**config.mk**
```make
export PLATFORM = sky130hd
export DESIGN_NAME = sys_bus_bridge
export DESIGN_NICKNAME = d
export VERILOG_FILES = /design/src/rtl/sys_bus_pkg.sv /design/src/rtl/sys_addr_decode.sv /design/src/rtl/sys_bus_bridge.sv
export SDC_FILE = /design/constraint.sdc
export NUM_CORES = 1
export LEC_CHECK = 0
export BUFFER_PORTS_ARGS = -buffer_cell sky130_fd_sc_hd__buf_2
export CAP_MARGIN = 20
export CORE_MARGIN = 4
export CORE_UTILIZATION = 45
export CTS_BUF_LIST = sky130_fd_sc_hd__clkbuf_8
export CTS_CLUSTER_DIAMETER = 40
export DETAILED_ROUTE_END_ITERATION = 8
export GPL_TIMING_DRIVEN = 0
export PLACE_DENSITY_LB_ADDON = 0.12
export SLEW_MARGIN = 20
export SYNTH_ARGS = -nofsm -noshare
export SYNTH_HDL_FRONTEND = slang
export SYNTH_SLANG_ARGS = --single-unit
```
**constraint.sdc**
```tcl
create_clock -name clk -period 2.2 [get_ports clk]
set_input_delay 0.44 -clock clk [delete_from_list [all_inputs] [get_ports clk]]
set_output_delay 0.44 -clock clk [all_outputs]
set_load 0.01 [all_outputs]
```
**src/rtl/sys_bus_pkg.sv**
```systemverilog
// Shared definitions for the system bus bridge: address map, FSM states, target indices.
package sys_bus_pkg;

    localparam int unsigned ADDR_W  = 32;
    localparam int unsigned DATA_W  = 32;
    localparam int unsigned BE_W    = 4;
    localparam int unsigned NUM_TGT = 4;

    // Region bounds, inclusive
    localparam logic [ADDR_W-1:0] DM_START  = 32'h0000_0000;
    localparam logic [ADDR_W-1:0] DM_END    = 32'h0000_2fff;
    localparam logic [ADDR_W-1:0] TC0_START = 32'h0000_7f00;
    localparam logic [ADDR_W-1:0] TC0_END   = 32'h0000_7f0b;
    localparam logic [ADDR_W-1:0] TC1_START = 32'h0000_7f10;
    localparam logic [ADDR_W-1:0] TC1_END   = 32'h0000_7f1b;
    localparam logic [ADDR_W-1:0] INT_START = 32'h0000_7f20;
    localparam logic [ADDR_W-1:0] INT_END   = 32'h0000_7f23;

    // Timer count registers are read-only
    localparam logic [ADDR_W-1:0] TC0_CNT_START = 32'h0000_7f08;
    localparam logic [ADDR_W-1:0] TC0_CNT_END   = 32'h0000_7f0b;
    localparam logic [ADDR_W-1:0] TC1_CNT_START = 32'h0000_7f18;
    localparam logic [ADDR_W-1:0] TC1_CNT_END   = 32'h0000_7f1b;

    // Target indices into the one-hot request vector
    localparam int unsigned TGT_DM  = 0;
    localparam int unsigned TGT_TC0 = 1;
    localparam int unsigned TGT_TC1 = 2;
    localparam int unsigned TGT_INT = 3;

    typedef enum logic [1:0] {
        IDLE = 2'd0,
        BUSY = 2'd1,
        RESP = 2'd2
    } state_e;

    // Latched request payload presented to the targets
    typedef struct packed {
        logic [ADDR_W-1:0] addr;
        logic [DATA_W-1:0] wdata;
        logic [BE_W-1:0]   byteen;
    } bus_req_t;

    // Inclusive range check; wraps below lo so a single compare suffices
    function automatic logic in_range(input logic [ADDR_W-1:0] a,
                                      input logic [ADDR_W-1:0] lo,
                                      input logic [ADDR_W-1:0] hi);
        return (a - lo) <= (hi - lo);
    endfunction

endpackage

```
**src/rtl/sys_addr_decode.sv**
```systemverilog
// Combinational address decode: one-hot target select plus decode error.
module sys_addr_decode
    import sys_bus_pkg::*;
(
    input  logic [ADDR_W-1:0]  addr_i,
    input  logic [BE_W-1:0]    byteen_i,
    output logic [NUM_TGT-1:0] tgt_onehot_o,
    output logic               dec_err_o
);

    logic [NUM_TGT-1:0] hit;
    logic               periph_hit;
    logic               cnt_hit;
    logic               is_store;
    logic               word_or_load;

    // Region match and access legality
    always_comb begin
        hit               = '0;
        hit[TGT_DM]       = in_range(addr_i, DM_START,  DM_END);
        hit[TGT_TC0]      = in_range(addr_i, TC0_START, TC0_END);
        hit[TGT_TC1]      = in_range(addr_i, TC1_START, TC1_END);
        hit[TGT_INT]      = in_range(addr_i, INT_START, INT_END);
        periph_hit        = hit[TGT_TC0] | hit[TGT_TC1] | hit[TGT_INT];
        cnt_hit           = in_range(addr_i, TC0_CNT_START, TC0_CNT_END)
                          | in_range(addr_i, TC1_CNT_START, TC1_CNT_END);
        is_store          = |byteen_i;
        word_or_load      = (byteen_i == 4'b0000) || (byteen_i == 4'b1111);
        dec_err_o         = ~(|hit)
                          | (periph_hit & ~word_or_load)
                          | (is_store & cnt_hit);
        tgt_onehot_o      = dec_err_o ? '0 : hit;
    end

endmodule

```
**src/rtl/sys_bus_bridge.sv**
```systemverilog
// Bridge from the M-stage data port to the system bus targets: one access at a time,
// holds the target request until ack or timeout, returns a one-cycle response.
module sys_bus_bridge
    import sys_bus_pkg::*;
#(
    parameter int unsigned TIMEOUT = 15
) (
    input  logic                clk,
    input  logic                reset,
    input  logic                req_valid,
    input  logic [ADDR_W-1:0]   req_addr,
    input  logic [DATA_W-1:0]   req_wdata,
    input  logic [BE_W-1:0]     req_byteen,
    output logic                req_ready,
    output logic                resp_valid,
    output logic [DATA_W-1:0]   resp_rdata,
    output logic                resp_err,
    output logic                stall,
    output logic [NUM_TGT-1:0]  tgt_req,
    output logic [ADDR_W-1:0]   tgt_addr,
    output logic [DATA_W-1:0]   tgt_wdata,
    output logic [BE_W-1:0]     tgt_byteen,
    input  logic [NUM_TGT-1:0]  tgt_ack,
    input  logic [DATA_W-1:0]   dm_rdata,
    input  logic [DATA_W-1:0]   tc0_rdata,
    input  logic [DATA_W-1:0]   tc1_rdata,
    input  logic [DATA_W-1:0]   int_rdata
);

    localparam int unsigned CNT_W = $clog2(TIMEOUT + 1);

    state_e             state_q,      state_d;
    bus_req_t           req_q,        req_d;
    logic [NUM_TGT-1:0] tgt_req_q,    tgt_req_d;
    logic [CNT_W-1:0]   cnt_q,        cnt_d;
    logic               resp_valid_q, resp_valid_d;
    logic [DATA_W-1:0]  resp_rdata_q, resp_rdata_d;
    logic               resp_err_q,   resp_err_d;

    logic [NUM_TGT-1:0] dec_onehot;
    logic               dec_err;
    logic               sel_ack;
    logic [DATA_W-1:0]  sel_rdata;

    sys_addr_decode u_dec (
        .addr_i       (req_addr),
        .byteen_i     (req_byteen),
        .tgt_onehot_o (dec_onehot),
        .dec_err_o    (dec_err)
    );

    // Only the selected target's ack and read data are honoured
    always_comb begin
        sel_ack   = |(tgt_ack & tgt_req_q);
        sel_rdata = ({DATA_W{tgt_req_q[TGT_DM]}}  & dm_rdata)
                  | ({DATA_W{tgt_req_q[TGT_TC0]}} & tc0_rdata)
                  | ({DATA_W{tgt_req_q[TGT_TC1]}} & tc1_rdata)
                  | ({DATA_W{tgt_req_q[TGT_INT]}} & int_rdata);
    end

    // Next-state and registered-output logic; response fields default to zero each cycle
    always_comb begin
        state_d      = state_q;
        req_d        = req_q;
        tgt_req_d    = tgt_req_q;
        cnt_d        = cnt_q;
        resp_valid_d = 1'b0;
        resp_rdata_d = '0;
        resp_err_d   = 1'b0;

        unique case (state_q)
            IDLE: begin
                if (req_valid) begin
                    req_d = '{addr: req_addr, wdata: req_wdata, byteen: req_byteen};
                    if (dec_err) begin
                        resp_valid_d = 1'b1;
                        resp_err_d   = 1'b1;
                        state_d      = RESP;
                    end else begin
                        tgt_req_d = dec_onehot;
                        cnt_d     = '0;
                        state_d   = BUSY;
                    end
                end
            end
            BUSY: begin
                if (sel_ack) begin
                    resp_valid_d = 1'b1;
                    resp_rdata_d = (req_q.byteen == '0) ? sel_rdata : '0;
                    tgt_req_d    = '0;
                    state_d      = RESP;
                end else if (cnt_q == CNT_W'(TIMEOUT - 1)) begin
                    resp_valid_d = 1'b1;
                    resp_err_d   = 1'b1;
                    tgt_req_d    = '0;
                    state_d      = RESP;
                end else begin
                    cnt_d = cnt_q + CNT_W'(1);
                end
            end
            RESP: begin
                state_d = IDLE;
            end
            default: begin
                tgt_req_d = '0;
                state_d   = IDLE;
            end
        endcase
    end

    // State, request latch, wait counter and response registers
    always_ff @(posedge clk or negedge reset) begin
        if (!reset) begin
            state_q      <= IDLE;
            req_q        <= '0;
            tgt_req_q    <= '0;
            cnt_q        <= '0;
            resp_valid_q <= 1'b0;
            resp_rdata_q <= '0;
            resp_err_q   <= 1'b0;
        end else begin
            state_q      <= state_d;
            req_q        <= req_d;
            tgt_req_q    <= tgt_req_d;
            cnt_q        <= cnt_d;
            resp_valid_q <= resp_valid_d;
            resp_rdata_q <= resp_rdata_d;
            resp_err_q   <= resp_err_d;
        end
    end

    // Output mapping; stall follows the incoming request while idle
    always_comb begin
        req_ready  = (state_q == IDLE);
        stall      = ((state_q == IDLE) && req_valid) || (state_q == BUSY);
        resp_valid = resp_valid_q;
        resp_rdata = resp_rdata_q;
        resp_err   = resp_err_q;
        tgt_req    = tgt_req_q;
        tgt_addr   = req_q.addr;
        tgt_wdata  = req_q.wdata;
        tgt_byteen = req_q.byteen;
    end

endmodule
```
==> metrics.md, run 1 <==
| Metric | Value |
|---|---|
| Top achievable clock speed | `329 MHz` |
| Setup_tns | `-9.42 ns` |
| Worst-case reg-to-reg path depth | `9` |
| Initial Utilization | `45.7%` |
| IO Port Bufs | `301` |
| Crit path launch | `req_addr[7]` |
| Fill count | `1321` |
| CP max stage cell | `nor3_4` |
| Die area | `17400 um2` |
| Largest net degree at the start of global routing | `62` |
| Worst skew pair latency | `0.39 ns` |
| Ranking of synthesized cells by area | `dfrtp_1 (41%), nand2_1 (12%), a22oi_1 (7.6%)` |
| H-tree levels | `3` |
| Peak supply drop | `292 uV` |
| CTS sink count | `112` |
| Starting DRT DRC Count | `854` |
| Reg2reg end | `cnt_q[3]` |
| Leak Pwr | `4.53 nW` |
| Max stage delay on crit path | `0.45 ns` |
| Min Hold Slack | `0.00864 ns` |
| IO Pins | `311` |
| PnR worst setup slack | `-0.843 ns` |
| Synth Warn # | `0` |
| Initial antenna violation count | `3` |
| Inst Count DP | `1335` |
| Arrival @ worst endpoint | `3.38 ns` |
| Non-Filler Instances | `1382` |
| Clk_skew | `0.0141 ns` |
| Final instance area | `9720 um2` |
| Drt first pass iters | `5` |
| Worst-path maximum fanout | `10` |
| DP Area | `8770 um2` |
| Chip width | `132 um` |
| Placeable Area | `15100 um2` |
| RSZ-0062 raised after global routing | `yes` |
| Synthesis-stage register bit count | `112` |
| Vias | `8265` |
| Vias/cell | `5.98` |
| Failing checks | `setup timing` |
| Cell Area, Synth | `6900 um2` |
| Cell taking the most area after synthesis | `dfrtp_1` |
| CP cell instances | `clkbuf_4 > buf_8 > nor3_4 > o21ai_0 > nor4_1 > o22ai_1 > nor4_2 > nand4b_1 > a221oi_4 > buf_6 > o311ai_4 > a21bo_1` |
| Post-route ant nets | `0` |
| Number of flops mapped to enable cells by yosys | `0` |
| Routed WL | `29800 um` |
| Nets@finish | `1395` |
| PD cells | `499 nW/um2` |
| Delay-heaviest family, CP | `simple AND/OR/NAND/NOR gates` |
| Crit path buf inv count | `3` |
| Aggregate global-route resource usage | `33.2%` |
| Post-Place Worst Slack | `-1.80 ns` |
| Die Ht | `132 um` |
| Root Buffer | `clkbuf_8` |
| Crit path kind | `input port to register` |
| Final Hold Vio Count | `0` |
| Final Slew Violations | `0` |
| Max-slew headroom | `46.2%` |
| Vias in the first global route | `7851` |
| Worst Setup Start Kind | `input port` |
| Design Power | `4.85 mW` |
| CP endpoint kind | `register` |
| Clock-pin slew on the worst setup and hold paths | `0.12 ns` |
| Ys async rst share | `100%` |
| Clock buffer depth | `2` |
| Cell with the most instances after synthesis | `nand2_1` |
| Max Cap Viol | `0` |
| DR WL/cell | `21.6 um` |
| Area growth from synthesis to layout | `40.8%` |
| Row count | `45` |
| Syn Area/Cell | `8.17 um2` |
| Post-synth top area share | `40.6%` |
| Crit path time final | `3.04 ns` |
| Period utilization | `138%` |
| CTS tree | `done` |
| Critical R2R Launch | `tgt_req[1]` |
| Hold crit path type | `input port to asynchronous set/reset pin` |
| Syn Nets | `1053` |
| Worst-margin pin slew | `0.799 ns` |
| Distinct cell type count after synthesis | `77` |
| Layout cells sized above 1 | `37.7%` |
| TritonCTS Buffers | `9` |
| Post-Route Utilization | `64.4%` |
| Top FF cell, synth | `dfrtp_1` |
| Register area share after synthesis | `40.6%` |
| DRC Markers | `0` |
| Gr ovfl total | `0` |
| Synth top cells by count | `nand2_1 (228), dfrtp_1 (112), a22oi_1 (70)` |
| CP Data Required Time | `2.54 ns` |
| Reg2reg setup slack | `-0.24 ns` |
| Post-DP HPWL | `23100 um` |
| Global-route wire length before repair | `45800 um` |
| Final setup vio count | `12` |
| Routability Congestion | `1.04` |
| Outcome | `finished with violations` |
| Post-synthesis cell count | `845` |
-- cells in the final DEF (no fill, tap or decap), types with 13 or more instances in the layout --
cell / count
clkbuf_1: 39
nand2_1: 226
a21oi_1: 48
nor2_1: 32
nor3_1: 18
nand3_1: 14
buf_4: 38
nand4_1: 15
buf_2: 296
o21ai_0: 28
a22oi_1: 68
dfrtp_1: 112
nor4_1: 13
-- area by class of cell --
cell class              instances  area [um2]  area share (%)
inverters                      11        60.1           0.618
diodes                          2        5.00          0.0515
plain buffers                  68         394            4.06
flip-flops and latches        112        2800            28.8
clock buffers                   9         124            1.27
clock inverters                 7        87.6           0.901
multi-input cells             651        4170            42.9
well taps                     188         235            2.42
repair buffers                334        1840            18.9
-- power breakdown --
group / internal, mW / switching (mW)
clock: 0.554 / 0.786
combinational: 0.481 / 0.730
sequential: 2.22 / 0.0791
total: 3.26 / 1.59
-- worst reg2reg max path, cell delays in order (launching register included) --
cell	delay, ns
dfrtp_1	0.40
clkbuf_1	0.23
a22oi_1	0.32
nand2_1	0.10
o21ai_0	0.52
nand2_1	0.34
nor3_1	0.25
a21o_1	0.10
a22oi_1	0.06
o21ai_2	0.06
-- per-layer routing --
metal  wire length [um]  global-route usage [%]  vias up
met2              14600                    56.5      503
met3               2470                    6.76      119
li1                   -                       -     3764
met5                 11                       0        -
met4               1370                    12.4        2
met1              11400                    41.9     3877
-- sequential cells by signal (all words and copies together), names as in the netlist --
name,count
tgt_req,4
tgt_addr,32
tgt_byteen,4
resp_rdata,32
state_q,2
tgt_wdata,32
resp_err,1
resp_valid,1
cnt_q,4
-- worst max path at each step --
stage,end,slack [ns],cells after the start
after global routing,tgt_req[3],-0.79,14
after floorplan,state_q[0],-0.97,12
final,tgt_req[1],-0.84,12
after detailed placement,state_q[0],-1.80,12
after global placement,state_q[0],-1.79,12
after CTS,tgt_req[1],-0.63,14
-- cell families (layout without fill, tap and decap cells) --
family | Yosys count | after routing | synth area share [%]
adders and majority gates | 5 | 5 | 0.906
other | 0 | 2 | 0
muxes | 4 | 4 | 0.598
DFF | 112 | 112 | 40.6
buffers and inverters | 82 | 429 | 4.97
and+or+nand+nor | 409 | 409 | 28.9
xor gates and xnor gates | 10 | 10 | 1.27
AOI/OAI and AO/OA | 223 | 223 | 22.8
-- what timing repair did --
item                                   in CTS  in global routing
gates resized for setup                    88                 24
pin swaps                                  33                 13
endpoints found under the hold margin       0                  0
setup endpoints to repair                  12                 12
buffers inserted                           26                  6
hold buffers                                0                  0
Power figures use the tool's default switching activity.
==> run 2, diff against run 1 <==
Settings changed: CELL_PAD_IN_SITES_DETAIL_PLACEMENT set to 0, CELL_PAD_IN_SITES_GLOBAL_PLACEMENT set to 1, CORE_MARGIN 4 to unset, CORE_UTILIZATION 45 to 31.
==> metrics.md, run 2 (synthesis gave the netlist of run 1 again) <==
| Metric | Value |
|---|---|
| Outcome | `finished with violations` |
| Failing checks | `setup timing` |
| Max-slew headroom | `44.4% (-1.8 points)` |
| IO Pins | `311 (unchanged)` |
| Top achievable clock speed | `335 MHz (+2.0%)` |
| Vias | `8206 (-0.71%)` |
| Hold EP | `tgt_wdata[18]` |
| Crit path top cell by count | `buf_6` |
| Post-DP HPWL | `24300 um (+5.3%)` |
| Period utilization | `136% (-2.7 points)` |
| Post-Route Utilization | `45.3% (-19 points)` |
| CTS tree | `done` |
| PD cells | `478 nW/um2 (-4.2%)` |
| CP Data Required Time | `2.55 ns (about the same)` |
| Routability Congestion | `0.942 (-9.7%)` |
| RSZ-0062 raised after global routing | `yes` |
| Inst Count DP | `1427 (+6.9%)` |
| Clock-pin slew on the worst setup and hold paths | `0.12 ns (about the same)` |
| Crit path buf inv count | `5 (+2)` |
| Global-route wire length before repair | `47200 um (+3.1%)` |
| Max stage delay on crit path | `0.48 ns (+0.03 ns)` |
| Worst-path maximum fanout | `6 (-4)` |
| Routed WL | `31900 um (+6.8%)` |
| Crit path kind | `input port to register` |
| Die Ht | `151 um (+15%)` |
| Final Slew Violations | `0 (unchanged)` |
| H-tree levels | `3 (unchanged)` |
| Reg2reg setup slack | `-0.32 ns (-0.08 ns)` |
| CP cell instances | `buf_8 > clkbuf_16 > buf_4 > buf_6 > or4_1 > o21ai_0 > o311ai_0 > nor4_1 > nand4b_1 > a221oi_4 > buf_6 > o311ai_4 > a21bo_1` |
| Hold Startpoint | `req_wdata[18]` |
| Final setup vio count | `12 (unchanged)` |
| IO Port Bufs | `301 (unchanged)` |
| DRC Markers | `0 (unchanged)` |
| Placeable Area | `21800 um2 (+45%)` |
| PnR worst setup slack | `-0.784 ns (+0.0590 ns)` |
| Vias/cell | `5.53 (-7.6%)` |
| Starting DRT DRC Count | `581 (-32%)` |
| Drt first pass iters | `8 (+3)` |
| Post-route ant nets | `0 (unchanged)` |
| Delay-heaviest family, CP | `simple AND/OR/NAND/NOR gates` |
| DR WL/cell | `21.5 um (-0.63%)` |
| CP max stage cell | `or4_1` |
| Commonest cells after routing, fill and taps aside | `buf_2 (300), nand2_1 (226), dfrtp_1 (112), a22oi_1 (69), a21oi_1 (47)` |
| Design Power | `4.73 mW (-2.5%)` |
| Largest net degree at the start of global routing | `67 (+8.1%)` |
| Max Cap Viol | `0 (unchanged)` |
| Die area | `22900 um2 (+32%)` |
| Row count | `54 (+20%)` |
| Chip width | `151 um (+15%)` |
| Worst-margin pin slew | `0.826 ns (+0.0266 ns)` |
| Final Hold Vio Count | `0 (unchanged)` |
| Worst-case reg-to-reg path depth | `9 (unchanged)` |
| Reg2reg end | `cnt_q[3]` |
| Layout cells sized above 1 | `38.4% (+0.78 points)` |
| Worst skew pair latency | `0.40 ns (about the same)` |
| TritonCTS Buffers | `9 (unchanged)` |
| Hold path cells | `3` |
| Arrival @ worst endpoint | `3.33 ns (-0.05 ns)` |
| Gr ovfl total | `0 (unchanged)` |
| Worst Setup Start Kind | `input port` |
| Peak supply drop | `219 uV (-25%)` |
| Root Buffer | `clkbuf_8` |
| Nets@finish | `1402 (+0.50%)` |
| Aggregate global-route resource usage | `27.7% (-5.5 points)` |
| CTS sink count | `112 (unchanged)` |
| Hold crit path type | `input port to register` |
| Non-Filler Instances | `1485 (+7.5%)` |
| Crit path time final | `2.98 ns (-0.0590 ns)` |
| Commonest non-fill, non-tap cell in the layout | `buf_2` |
| Initial Utilization | `31.6% (-14 points)` |
| Critical R2R Launch | `tgt_req[1]` |
| Initial antenna violation count | `6 (+3)` |
| Clock buffer depth | `2 (unchanged)` |
| Clk_skew | `0.0178 ns (+0.00369 ns)` |
| Area growth from synthesis to layout | `43.3%` |
| Vias in the first global route | `8006 (+2.0%)` |
| Leak Pwr | `4.56 nW (+0.63%)` |
| CP endpoint kind | `register` |
## run 2: cell types whose count changed in the layout (fill, tap and decap cells not counted), moves of 2 or more
cell / previous run / this run
buf_12: 0 / 2
buf_2: 296 / 300
buf_4: 38 / 41
buf_8: 5 / 2
clkbuf_1: 39 / 36
clkbuf_4: 3 / 6
clkinvlp_4: 1 / 3
diode_2: 2 / 6
nor4_2: 6 / 4
o21ai_1: 5 / 3
or3_1: 5 / 3
or3_4: 0 / 2
## run 2: what timing repair did
action / 4_1_cts / 5_1_grt
endpoints found under the hold margin: 46 / 0
setup endpoints to repair: 12 / 27
pin swaps: 40 / 9
resized for setup: 88 / 26
hold buffers: 1 / 0
buffers inserted: 35 / 4
## run 2: final cells by class
class	instances	area, um2
Tap cell	280	350
Antenna cell	6	15.0
Sequential cell	112	2800
Clock inverter	7	56.3
Buffer	67	388
Fill cell	2288	11900
Timing Repair Buffer	342	1900
Inverter	11	60.1
Clock buffer	9	124
Multi-Input combinational cell	651	4190
## run 2: worst reg2reg max path, stage by stage, from the launching register on
cell	delay, ns
dfrtp_1	0.40
clkbuf_1	0.24
a22oi_1	0.32
nand2_1	0.11
o21ai_0	0.53
nand2_1	0.35
nor3_1	0.27
a21o_1	0.11
a22oi_1	0.05
o21ai_1	0.08
## run 2: worst max path at each step
stage	slack [ns]	to	from	cells after the start
detailed placement	-1.82	cnt_q[0]	req_addr[5]	11
floorplan	-0.97	state_q[0]	req_addr[4]	12
finish	-0.78	tgt_req[1]	req_addr[5]	13
global route	-0.78	tgt_req[1]	req_addr[5]	14
global placement	-1.99	state_q[0]	req_addr[5]	11
CTS	-0.64	tgt_req[1]	req_addr[5]	14
## run 2: routing by layer
metal	GRT usage (%)	vias to the layer above	wire, um
li1	-	3781	-
met3	4.43	111	2250
met5	0	-	0
met1	33.0	3863	12500
met2	47.6	451	15600
met4	14.7	0	1510
## run 2: through the flow
stage	cell area, um2	hold WS [ns]	setup WS [ns]	setup TNS [ns]
global route	9890	0.212	-0.784	-8.90
CTS	9740	0.201	-0.638	-7.09
detailed placement	8880	0.409	-1.82	-20.91
global placement	8850	0.454	-1.99	-113.72
floorplan	6990	0.144	-0.975	-10.88
finish	9890	0.223	-0.784	-8.72
## run 2: report_power, final
group          total, mW  leakage [nW]  switching, mW  internal, mW
logic               1.22          3.04          0.738         0.484
clock network       1.20        0.0892          0.777         0.425
registers           2.30          1.43         0.0816          2.22
